[config.mk]
export PLATFORM = sky130hd
export DESIGN_NAME = traffic_light_fsm
export DESIGN_NICKNAME = d
export VERILOG_FILES = /design/src/rtl/traffic_light_fsm.sv
export SDC_FILE = /design/constraint.sdc
export NUM_CORES = 1
export LEC_CHECK = 0
export ABC_AREA = 1
export BUFFER_PORTS_ARGS = -buffer_cell sky130_fd_sc_hd__buf_2
export CELL_PAD_IN_SITES_DETAIL_PLACEMENT = 1
export CELL_PAD_IN_SITES_GLOBAL_PLACEMENT = 1
export CORE_MARGIN = 2
export CORE_UTILIZATION = 38
export DETAILED_ROUTE_END_ITERATION = 7
export PLACE_DENSITY_LB_ADDON = 0.1
export SYNTH_ARGS = -nofsm -noshare
export SYNTH_HDL_FRONTEND = slang
export SYNTH_SLANG_ARGS = --single-unit
[constraint.sdc]
create_clock -name clk -period 1.6 [get_ports clk]
set_input_delay 0.32 -clock clk [delete_from_list [all_inputs] [get_ports clk]]
set_output_delay 0.32 -clock clk [all_outputs]
set_load 0.03 [all_outputs]
[src/rtl/traffic_light_fsm.sv]
// ---------------------------------------------------------------------------
// traffic_light_fsm
//
// Highway / farm-road intersection controller. The highway rests on green and
// yields to the farm road only after a minimum green time and when the farm
// car sensor reports a vehicle. Every phase is timed in seconds from an 8-bit
// timer that counts sec_en pulses. The timer saturates at 255 and clears on
// every state change.
//
// Optional feature: define PED_REQ_EN to add a pedestrian button and a WALK
// phase. A button press is latched as "pending". Pending then forces a
// highway yield once the minimum green time has expired. Cars are serviced
// first. A yield caused by pending alone goes to WALK instead of the farm
// phase.
//
// Ports
//   clk        in   1  clock
//   rst_n      in   1  asynchronous active-low reset (enters HG, timer 0)
//   sec_en     in   1  one-clk pulse per second
//   car        in   1  farm-road vehicle present (level)
//   ped_req    in   1  pedestrian button pulse          (PED_REQ_EN only)
//   walk       out  1  walk lamp, high only in WALK     (PED_REQ_EN only)
//   hwy_light  out  3  highway lamps, one-hot {R,Y,G}
//   farm_light out  3  farm-road lamps, one-hot {R,Y,G}
//   state_o    out  3  current state code (debug)
// ---------------------------------------------------------------------------
module traffic_light_fsm #(
    parameter int HWY_GREEN_MIN  = 10,
    parameter int YELLOW_TIME    = 3,
    parameter int ALLRED_TIME    = 1,
    parameter int FARM_GREEN_MAX = 8,
    parameter int WALK_TIME      = 5
) (
    input  logic       clk,
    input  logic       rst_n,
    input  logic       sec_en,
    input  logic       car,
`ifdef PED_REQ_EN
    input  logic       ped_req,
    output logic       walk,
`endif
    output logic [2:0] hwy_light,
    output logic [2:0] farm_light,
    output logic [2:0] state_o
);

    typedef enum logic [2:0] {
        S_HG   = 3'd0,
        S_HY   = 3'd1,
        S_AR1  = 3'd2,
        S_FG   = 3'd3,
        S_FY   = 3'd4,
        S_AR2  = 3'd5
`ifdef PED_REQ_EN
        ,S_WALK = 3'd6
`endif
    } state_t;

    localparam logic [2:0] L_R = 3'b100;
    localparam logic [2:0] L_Y = 3'b010;
    localparam logic [2:0] L_G = 3'b001;

    localparam logic [7:0] T_HG_MIN = 8'(HWY_GREEN_MIN);
    localparam logic [7:0] T_YEL    = 8'(YELLOW_TIME);
    localparam logic [7:0] T_ALLRED = 8'(ALLRED_TIME);
    localparam logic [7:0] T_FG_MAX = 8'(FARM_GREEN_MAX);

    // Every phase time is compared against the 8-bit timer.
    if (HWY_GREEN_MIN > 255 || YELLOW_TIME > 255 || ALLRED_TIME > 255 ||
        FARM_GREEN_MAX > 255 || WALK_TIME > 255) begin : g_param_check
        $error("traffic_light_fsm: phase times must fit the 8-bit timer");
    end

    state_t     state;
    logic [7:0] timer;

`ifdef PED_REQ_EN
    localparam logic [7:0] T_WALK = 8'(WALK_TIME);
    logic pending;
    logic ped_only;   // current HY was entered for the pedestrian alone
`endif

    // The timer is incremented by default. Each transition below overrides
    // the increment with a clear, so a coincident sec_en never leaks into
    // the new state.
    always_ff @(posedge clk or negedge rst_n) begin
        if (!rst_n) begin
            state <= S_HG;
            timer <= '0;
`ifdef PED_REQ_EN
            pending  <= 1'b0;
            ped_only <= 1'b0;
`endif
        end else begin
            if (sec_en && timer != 8'hFF)
                timer <= timer + 8'd1;

            case (state)
                S_HG: begin
`ifdef PED_REQ_EN
                    if (timer >= T_HG_MIN && (car || pending)) begin
                        state    <= S_HY;
                        timer    <= '0;
                        ped_only <= !car;   // the car wins; pending stays set
                    end
`else
                    if (timer >= T_HG_MIN && car) begin
                        state <= S_HY;
                        timer <= '0;
                    end
`endif
                end
                S_HY: begin
                    if (timer == T_YEL) begin
                        timer <= '0;
`ifdef PED_REQ_EN
                        if (ped_only) begin
                            state   <= S_WALK;
                            pending <= 1'b0;
                        end else begin
                            state <= S_AR1;
                        end
`else
                        state <= S_AR1;
`endif
                    end
                end
                S_AR1: begin
                    if (timer == T_ALLRED) begin
                        state <= S_FG;
                        timer <= '0;
                    end
                end
                S_FG: begin
                    if (!car || timer == T_FG_MAX) begin
                        state <= S_FY;
                        timer <= '0;
                    end
                end
                S_FY: begin
                    if (timer == T_YEL) begin
                        state <= S_AR2;
                        timer <= '0;
                    end
                end
                S_AR2: begin
                    if (timer == T_ALLRED) begin
                        state <= S_HG;
                        timer <= '0;
                    end
                end
`ifdef PED_REQ_EN
                S_WALK: begin
                    if (timer == T_WALK) begin
                        state <= S_HG;
                        timer <= '0;
                    end
                end
`endif
                // An unknown code is recovered through the all-red
                // clearance, so the highway is never released straight
                // from a corrupted state.
                default: begin
                    state <= S_AR2;
                    timer <= '0;
                end
            endcase

`ifdef PED_REQ_EN
            // A press on the same cycle as WALK entry is kept for the next
            // cycle.
            if (ped_req)
                pending <= 1'b1;
`endif
        end
    end

    // The lamps are decoded straight from the state register. Any code
    // without a green or yellow phase, including an illegal code, shows red
    // on both roads.
    always_comb begin
        hwy_light  = L_R;
        farm_light = L_R;
        case (state)
            S_HG:    hwy_light  = L_G;
            S_HY:    hwy_light  = L_Y;
            S_FG:    farm_light = L_G;
            S_FY:    farm_light = L_Y;
            default: ;
        endcase
    end

`ifdef PED_REQ_EN
    assign walk = (state == S_WALK);
`endif

    assign state_o = state;

endmodule
### After elaboration in Yosys (flattened, before gate mapping)

Cells that the tools add are included.

| word-level totals | value |
|---|---|
| memories kept | 0 |
| bits in registers | 11 |
| RAM bits | 0 |
| bits in read-only memories | 0 |
| output and inout port bits | 9 |
| bits in latches | 0 |
| word-level logic and storage cells | 42 |

| operators by class | value |
|---|---|
| shift-type cells | 0 |
| bitwise logic cells | 0 |
| div/mod/pow operators | 0 |
| add/sub/neg operators | 1 |
| $lt $le $gt $ge | 1 |
| reductions and logical operators | 8 |
| mux-type cells | 15 |
| eq/ne operators | 15 |
| multiply operators | 0 |

Operator list:

| kind | count |
|---|---|
| $mux W8 | 5 |
| $pmux W8 S4 | 1 |
| $mux W3 | 6 |
| $pmux W3 S6 | 1 |
| $ne A2 B2 Y1 const B | 6 |
| $pmux W3 S2 | 2 |
| $add A8 B1 Y8 const B | 1 |
| $eq A8 B1 Y1 const B | 1 |
| $eq A8 B2 Y1 const B | 1 |
| $eq A8 B4 Y1 const B | 1 |
| $ge A8 B4 Y1 const B | 1 |
| $ne A8 B8 Y1 const B | 1 |
| $eq A3 B2 Y1 const B | 2 |
| $eq A3 B3 Y1 const B | 2 |
| $reduce_and A6 Y1 | 1 |
| $reduce_or A2 Y1 | 2 |
| $eq A3 B1 Y1 const B | 1 |
| $logic_not A3 Y1 | 1 |
| $logic_and A1 B1 Y1 | 2 |
| $logic_not A1 Y1 | 1 |
| $logic_or A1 B1 Y1 | 1 |

### Depth between registers and ports, before layout

Gate-level depths: netlist of the first run.

| logic depth | value |
|---|---|
| depth in word-level cells | 5 |
| depth in mapped cells | 10 |
| gate-level depth less buffers | 10 |

### Least setup slack after synthesis of the first run

No wires, ideal clock.

| timing | value |
|---|---|
| path kind | reg2reg |
| start point | reg state[0], in the netlist state_o[0] |
| end point | reg timer[3] |
| buffers on the path | 1 |
| arrival | 1742 ps |
| stages on the path, launching flop included | 9 |
| slack | -213 ps |
| cells stage by stage | dfrtp_1 -> buf_6 -> nor2_2 -> inv_1 -> nor2_1 -> nand2_1 -> nand2_4 -> inv_4 -> nor2_1 |

| between the ends | value |
|---|---|
| cells in the longest elaborated chain, start to end | 3 |

Ends and longest elaborated chain:

| what | RTL line | text |
|---|---|---|
| start: declaration | 74 | `state_t state;` |
| start signal: assignment | 88 | `state <= S_HG;` |
| start signal: assignment | 108 | `state <= S_HY;` |
| start signal: assignment | 124 | `state <= S_AR1;` |
| $eq A3 B3 Y1, or another cell as far along | 98 | `case (state)` |
| $reduce_or A2 Y1 (no source line) | n/a |  |
| $pmux W8 S4 * | 98 |  |
| end signal: assignment | 96 | `timer <= timer + 8'd1;` |
| end: declaration | 75 | `logic [7:0] timer;` |

Mark *: on every way between the ends. The rest lies on a longest branch, timed or not.
A chain may end at the register's enable or synchronous reset.

### Worst setup path after layout of the first run

| timing | value |
|---|---|
| start point | reg state[0], in the netlist state_o[0] |
| end point | out hwy_light[1] |

| between the ends | value |
|---|---|
| cells in the longest elaborated chain, start to end | 2 |

Ends and longest elaborated chain:

| what | RTL line | text |
|---|---|---|
| $eq A3 B1 Y1 / $logic_not A3 Y1 (equally long branches) | 184 | `case (state)` |
| $pmux W3 S2 * | 184 |  |
| end: declaration | 42 | `output logic [2:0] hwy_light,` |

Marks and branches as above.

==> results of run 1 <==
## kinds of logic (layout without fill, tap and decap cells)
group	Yosys count	in the layout	synth area share, %
adder cells (fa/ha/maj)	4	4	6.043
XOR/XNOR	5	5	5.287
flip-flops	11	11	33.23
AND/OR/NAND/NOR	72	72	37.16
AO/OA/AOI/OAI	10	10	7.553
buffers and inverters	19	48	10.73
## area by class of cell
class                      instances  area, um2
fill                             269      859.6
sequential                        11      281.5
clock buffer                       4      26.28
inverter                          17      68.82
tap                               27      33.78
timing repair buffer              27      192.7
multi-input combinational         91      539.3
## metal layers
| metal | track usage (%) | vias to the layer above |
|---|---|---|
| met5 | 0 | - |
| met4 | 6.757 | 0 |
| met2 | 30.04 | 17 |
| met1 | 25.79 | 398 |
| li1 | - | 428 |
| met3 | 3.571 | 2 |
## power by group
group,internal (mW),switching [mW],total [mW],leakage (nW)
Sequential,0.365,0.115,0.481,0.140
Clock,0.0968,0.106,0.203,0.0150
Combinational,0.602,0.934,1.54,0.408
Total,1.06,1.16,2.22,0.563
## flip-flops by register name (all words and copies together) (netlist names), named ones only
| register | count |
|---|---|
| state_o | 2 |
| timer | 8 |
## worst paths after layout
kind	from	to	slack, ns	cells after the start
setup / recovery	state_o[0]	hwy_light[1]	0.01	4
max in group asynchronous	rst_n	timer[0]	0.94	2
setup reg to reg	timer[1]	timer[7]	0.08	9
hold / removal	rst_n	timer[5]	0.44	2
hold reg to reg	timer[3]	timer[3]	0.64	2
min in group clk	sec_en	timer[4]	0.50	4
## critical path, cell delays in order, from the launching register on
cell and delay, ns:
dfrtp_2 0.45, buf_4 0.14, nand3_2 0.10, inv_1 0.10, clkbuf_4 0.20
## per-stage QoR
stage | hold WS (ns) | instances | TNS (ns) | cell area (um2) | setup WS [ns]
detailed placement | 0.2077 | 160 | -0.2442 | 925.9 | -0.03699
global route | 0.4502 | 177 | -0.3837 | 1142 | -0.07246
global placement | 0.2055 | 160 | -0.1552 | 925.9 | -0.02791
CTS | 0.4369 | 171 | 0 | 1016 | 0.001764
finish | 0.4351 | 177 | 0 | 1142 | 0.009703
floorplan | 0.02441 | 121 | 0 | 839.6 | 0.02038
## cell usage after synthesis
| cell type | count | area share, % |
|---|---|---|
| ha_1 | 4 | 6.0 |
| nand4_1 | 1 | 0.76 |
| o31a_1 | 1 | 1.1 |
| o21ai_2 | 1 | 1.1 |
| xor2_1 | 5 | 5.3 |
| inv_1 | 14 | 6.3 |
| o21ai_0 | 5 | 3.0 |
| nand2_1 | 33 | 15 |
| nand3_1 | 7 | 4.2 |
| nand2_4 | 1 | 1.4 |
| nand2_2 | 1 | 0.76 |
| buf_6 | 2 | 2.7 |
| dfrtp_1 | 11 | 33 |
| inv_2 | 2 | 0.91 |
| nor3_1 | 1 | 0.60 |
| nor2_4 | 1 | 1.4 |
| inv_4 | 1 | 0.76 |
| a21boi_0 | 1 | 0.91 |
| o211ai_1 | 1 | 0.91 |
| nor2_1 | 24 | 11 |
| nor2_2 | 3 | 2.3 |
| o21ai_1 | 1 | 0.60 |
## timing repair
| item | CTS | global route |
|---|---|---|
| endpoints found under the setup margin | 15 | 17 |
| hold buffers | 1 | 0 |
| endpoints found under the hold margin | 11 | 0 |
| resized for setup | 6 | 30 |
| pin swaps | 0 | 11 |
| buffers inserted | 6 | 6 |
| cloned | 0 | 0 |
==> flow_summary.yaml, run 1 <==
power_and_ir_drop:
  p_leak_nw: 0.5625
  p_per_area_nw_per_um2: 1943
  ir_drop_mv: 1.231
  finalPower_mw: 2.220
detailed_routing:
  drc: 0
  drt_wl_total_um: 2282
  wl_met1_um: 1045
  wl_met3_um: 90
  ant_nets: 0
  vias: 845
  wl_per_cell_um: 12.89
  drtIter0Drc: 9
  drt-pass1-iter-count: 4
  viasPerCell: 4.774
  topRoutingLayerUsed: "met4"
  wl_met2_um: 1124
timing:
  hold_viol: 0
  max_slew_margin_pct: 82.86
  slew_viol_final: 0
  tightest_slew_ns: 0.2571
  fin_crit_sh_pct: 99.39
  skew_ns: 0.0009305
  setup_viol: 0
  rsz0062_at_grt: "true"
  max_freq_mhz: 628.8
  fin_crit_ns: 1.590
logic_synthesis:
  syn_area_per_cell_um2: 6.845
  syn-cell-area_um2: 828.3
  syn_inst: 121
  yosysUniqueCellTypes: 22
  synth_fp_nets: 129
  yosys_warnings: 0
  ys_seq_area_share_pct: 33.23
  ys_ff_latch: 11
die:
  die_w_um: 50.69
  rows: 16
  initial_core_util_pct: 41.37
  die_y_um: 50.69
  pin_count: 13
  core_um2: 2002
  die-area_um2: 2569
layout:
  finish.utilization_pct: 57.06
  area_growth_pct: 37.92
  layout-drive-gt1-share_pct: 42.67
  final_cell_mix: "nand2_1 (29), nor2_1 (20), buf_4 (14)"
  antenna_cells: 0
  mostFrequentLayoutCell: "nand2_1"
  fin_nets: 159
cts:
  htreeDepth: 1
  clock_path_buffers: 2
  clk_latency_ns: 0.28
  clockRootBuffer: "clkbuf_4"
  cts.sinks: 11
  cts_tree: "yes"
  cts_inserted_buffers: 3
  cts.clk_slew.worst_paths_ns: 0.08
global_route:
  antenna_found_initial: 0
  grt_util_all_layers_pct: 19.00
  grt_pass1_wl_um: 3663
  overflow: 0
  grt_max_degree: 12
  grt_pass1_vias: 839
worst_setup_path:
  cp_data_required_time_ns: 1.28
  cp-end-kind: "output pin"
  path_class: "reg -> out"
  cp-start-kind: "flop"
  arrival_ns: 1.27
  critPathMaxFanout: 6
run_status:
  status: "finished, final reports clean"
placement:
  dp_hpwl_um: 1599
  routabilityCongestion: 0.7787
  numPortBuffers: 12
hold_path:
  hold_path.class: "in -> async"
flow_run:
  maxCapViolations: 0
(Power assumes the default switching activity.)
==> inputs of run 2 (changes only) <==
--- a/config.mk
+++ b/config.mk
@@ -12,6 +12,7 @@
 export CORE_MARGIN = 2
 export CORE_UTILIZATION = 38
 export DETAILED_ROUTE_END_ITERATION = 7
+export MAX_ROUTING_LAYER = met4
 export PLACE_DENSITY_LB_ADDON = 0.1
 export SYNTH_ARGS = -nofsm -noshare
 export SYNTH_HDL_FRONTEND = slang
==> run 2 against run 1 <==
Against the previous run:
- register-to-register slack about the same
- combinational power about the same
- global-route usage increased by 0.51 points
- clock power about the same
- critical endpoint unchanged
- largest power group unchanged
==> flow_summary.yaml, run 2 (synthesis gave the netlist of run 1 again) <==
placement:
  numPortBuffers: 12
  dp_hpwl_um: 1599
  routabilityCongestion: 0.7893
detailed_routing:
  vias: 849
  wl_per_cell_um: 12.86
  drt-pass1-iter-count: 4
  ant_nets: 0
  drt_wl_total_um: 2276
  drtIter0Drc: 8
  drc: 0
  viasPerCell: 4.797
power_and_ir_drop:
  internal_power_mw: 1.064
  clkPwrFrac_pct: 9.1
  p_per_area_nw_per_um2: 1943
  ir_drop_mv: 1.228
  p_sw_share_pct: 52.06
  switching_power_mw: 1.155
  seqPwrFrac_pct: 21.6
  p_leak_nw: 0.5625
  finalPower_mw: 2.219
  comb_power_share_pct: 69.2
cts:
  clockRootBuffer: "clkbuf_4"
  cts_tree: "yes"
  clk_latency_ns: 0.28
  htreeDepth: 1
  cts.clk_slew.worst_paths_ns: 0.08
  cts_inserted_buffers: 3
  clock_path_buffers: 2
  cts.sinks: 11
timing:
  max_slew_margin_pct: 82.85
  slew_viol_final: 0
  setup_viol: 0
  fin_crit_ns: 1.588
  rsz0062_at_grt: "true"
  fin_crit_sh_pct: 99.24
  hold_viol: 0
  max_freq_mhz: 629.8
  skew_ns: 0.0006543
  tightest_slew_ns: 0.2572
worst_setup_path:
  critPathLaunch: "state_o[0]"
  cp_data_required_time_ns: 1.28
  arrival_ns: 1.27
  path_class: "reg -> out"
  critPathMaxFanout: 6
  reg2reg_from: "timer[1]"
  cp-start-kind: "flop"
  cp-end-kind: "output pin"
layout:
  largest-register: "timer"
  fin_nets: 159
  antenna_cells: 0
  finish.utilization_pct: 57.06
  largest_reg_flops: 8
  final_cell_mix: "nand2_1 (29), nor2_1 (20), buf_4 (14)"
  area_growth_pct: 37.92
  layout-drive-gt1-share_pct: 42.67
  mostFrequentLayoutCell: "nand2_1"
global_route:
  overflow: 0
  grt_pass1_wl_um: 3663
  grt_max_degree: 12
  grt_util_all_layers_pct: 19.51
  grt_pass1_vias: 838
  antenna_found_initial: 0
die:
  initial_core_util_pct: 41.37
  rows: 16
  pin_count: 13
  die-area_um2: 2569
  core_um2: 2002
  die_y_um: 50.69
  die_w_um: 50.69
flow_run:
  maxCapViolations: 0
run_status:
  status: "finished, final reports clean"
hold_path:
  hold_path.class: "in -> async"
==> run 2: worst paths after layout <==
check | end | slack (ns) | cells past startpoint
max | hwy_light[1] | 0.01 | 4
min | timer[5] | 0.44 | 2
max reg2reg | timer[7] | 0.08 | 9
min reg2reg | timer[3] | 0.64 | 2
max in group asynchronous | timer[0] | 0.94 | 2
min in group clk | timer[4] | 0.50 | 4
==> run 2: metal layers <==
metal  vias up  routed length (um)  share of wire (%)  GRT usage [%]
met1       400                1040                 46          25.79
met5         -                   0                  0              -
met3         4                  85                3.7          3.571
li1        428                   -                  -              -
met2        17                1119                 49          30.04
met4         0                  31                1.4          6.757
==> run 2: layout make-up <==
| type | count | area, um2 |
|---|---|---|
| multi-input combinational | 91 | 539.3 |
| clock buffer | 4 | 26.28 |
| tap | 27 | 33.78 |
| fill | 269 | 859.6 |
| inverter | 17 | 68.82 |
| timing repair buffer | 27 | 192.7 |
| sequential | 11 | 281.5 |
==> run 2: through the flow <==
step | hold WS, ns | instance area (um2) | cells | setup TNS (ns) | worst slack (ns)
2_1_floorplan | 0.02441 | 839.6 | 121 | 0 | 0.02038
3_3_place_gp | 0.2055 | 925.9 | 160 | -0.1552 | -0.02791
3_5_place_dp | 0.2077 | 925.9 | 160 | -0.2442 | -0.03699
4_1_cts | 0.4369 | 1016 | 171 | 0 | 0.001764
5_1_grt | 0.4502 | 1142 | 177 | -0.3832 | -0.07246
6_report | 0.4350 | 1142 | 177 | 0 | 0.01217
==> run 2: what timing repair did <==
action                                  in CTS  in global routing
hold buffers                                 1                  0
endpoints found under the setup margin      15                 17
resized for setup                            6                 30
pin swaps                                    0                 11
endpoints found under the hold margin       11                  0
setup buffers                                6                  6
==> run 2: critical path, stage by stage, from the launching register on <==
cell and delay (ns):
dfrtp_2 0.45, buf_4 0.14, nand3_2 0.10, inv_1 0.10
clkbuf_4 0.20
==> run 2: power groups by stage <==
stage / clock network [mW] / registers (mW) / logic (mW)
after global placement: 0 / 0.485 / 1.09
after floorplan: 0 / 0.502 / 0.847
after CTS: 0.209 / 0.462 / 1.27
after global routing: 0.214 / 0.501 / 1.69
final: 0.203 / 0.480 / 1.54
after detailed placement: 0 / 0.490 / 1.12
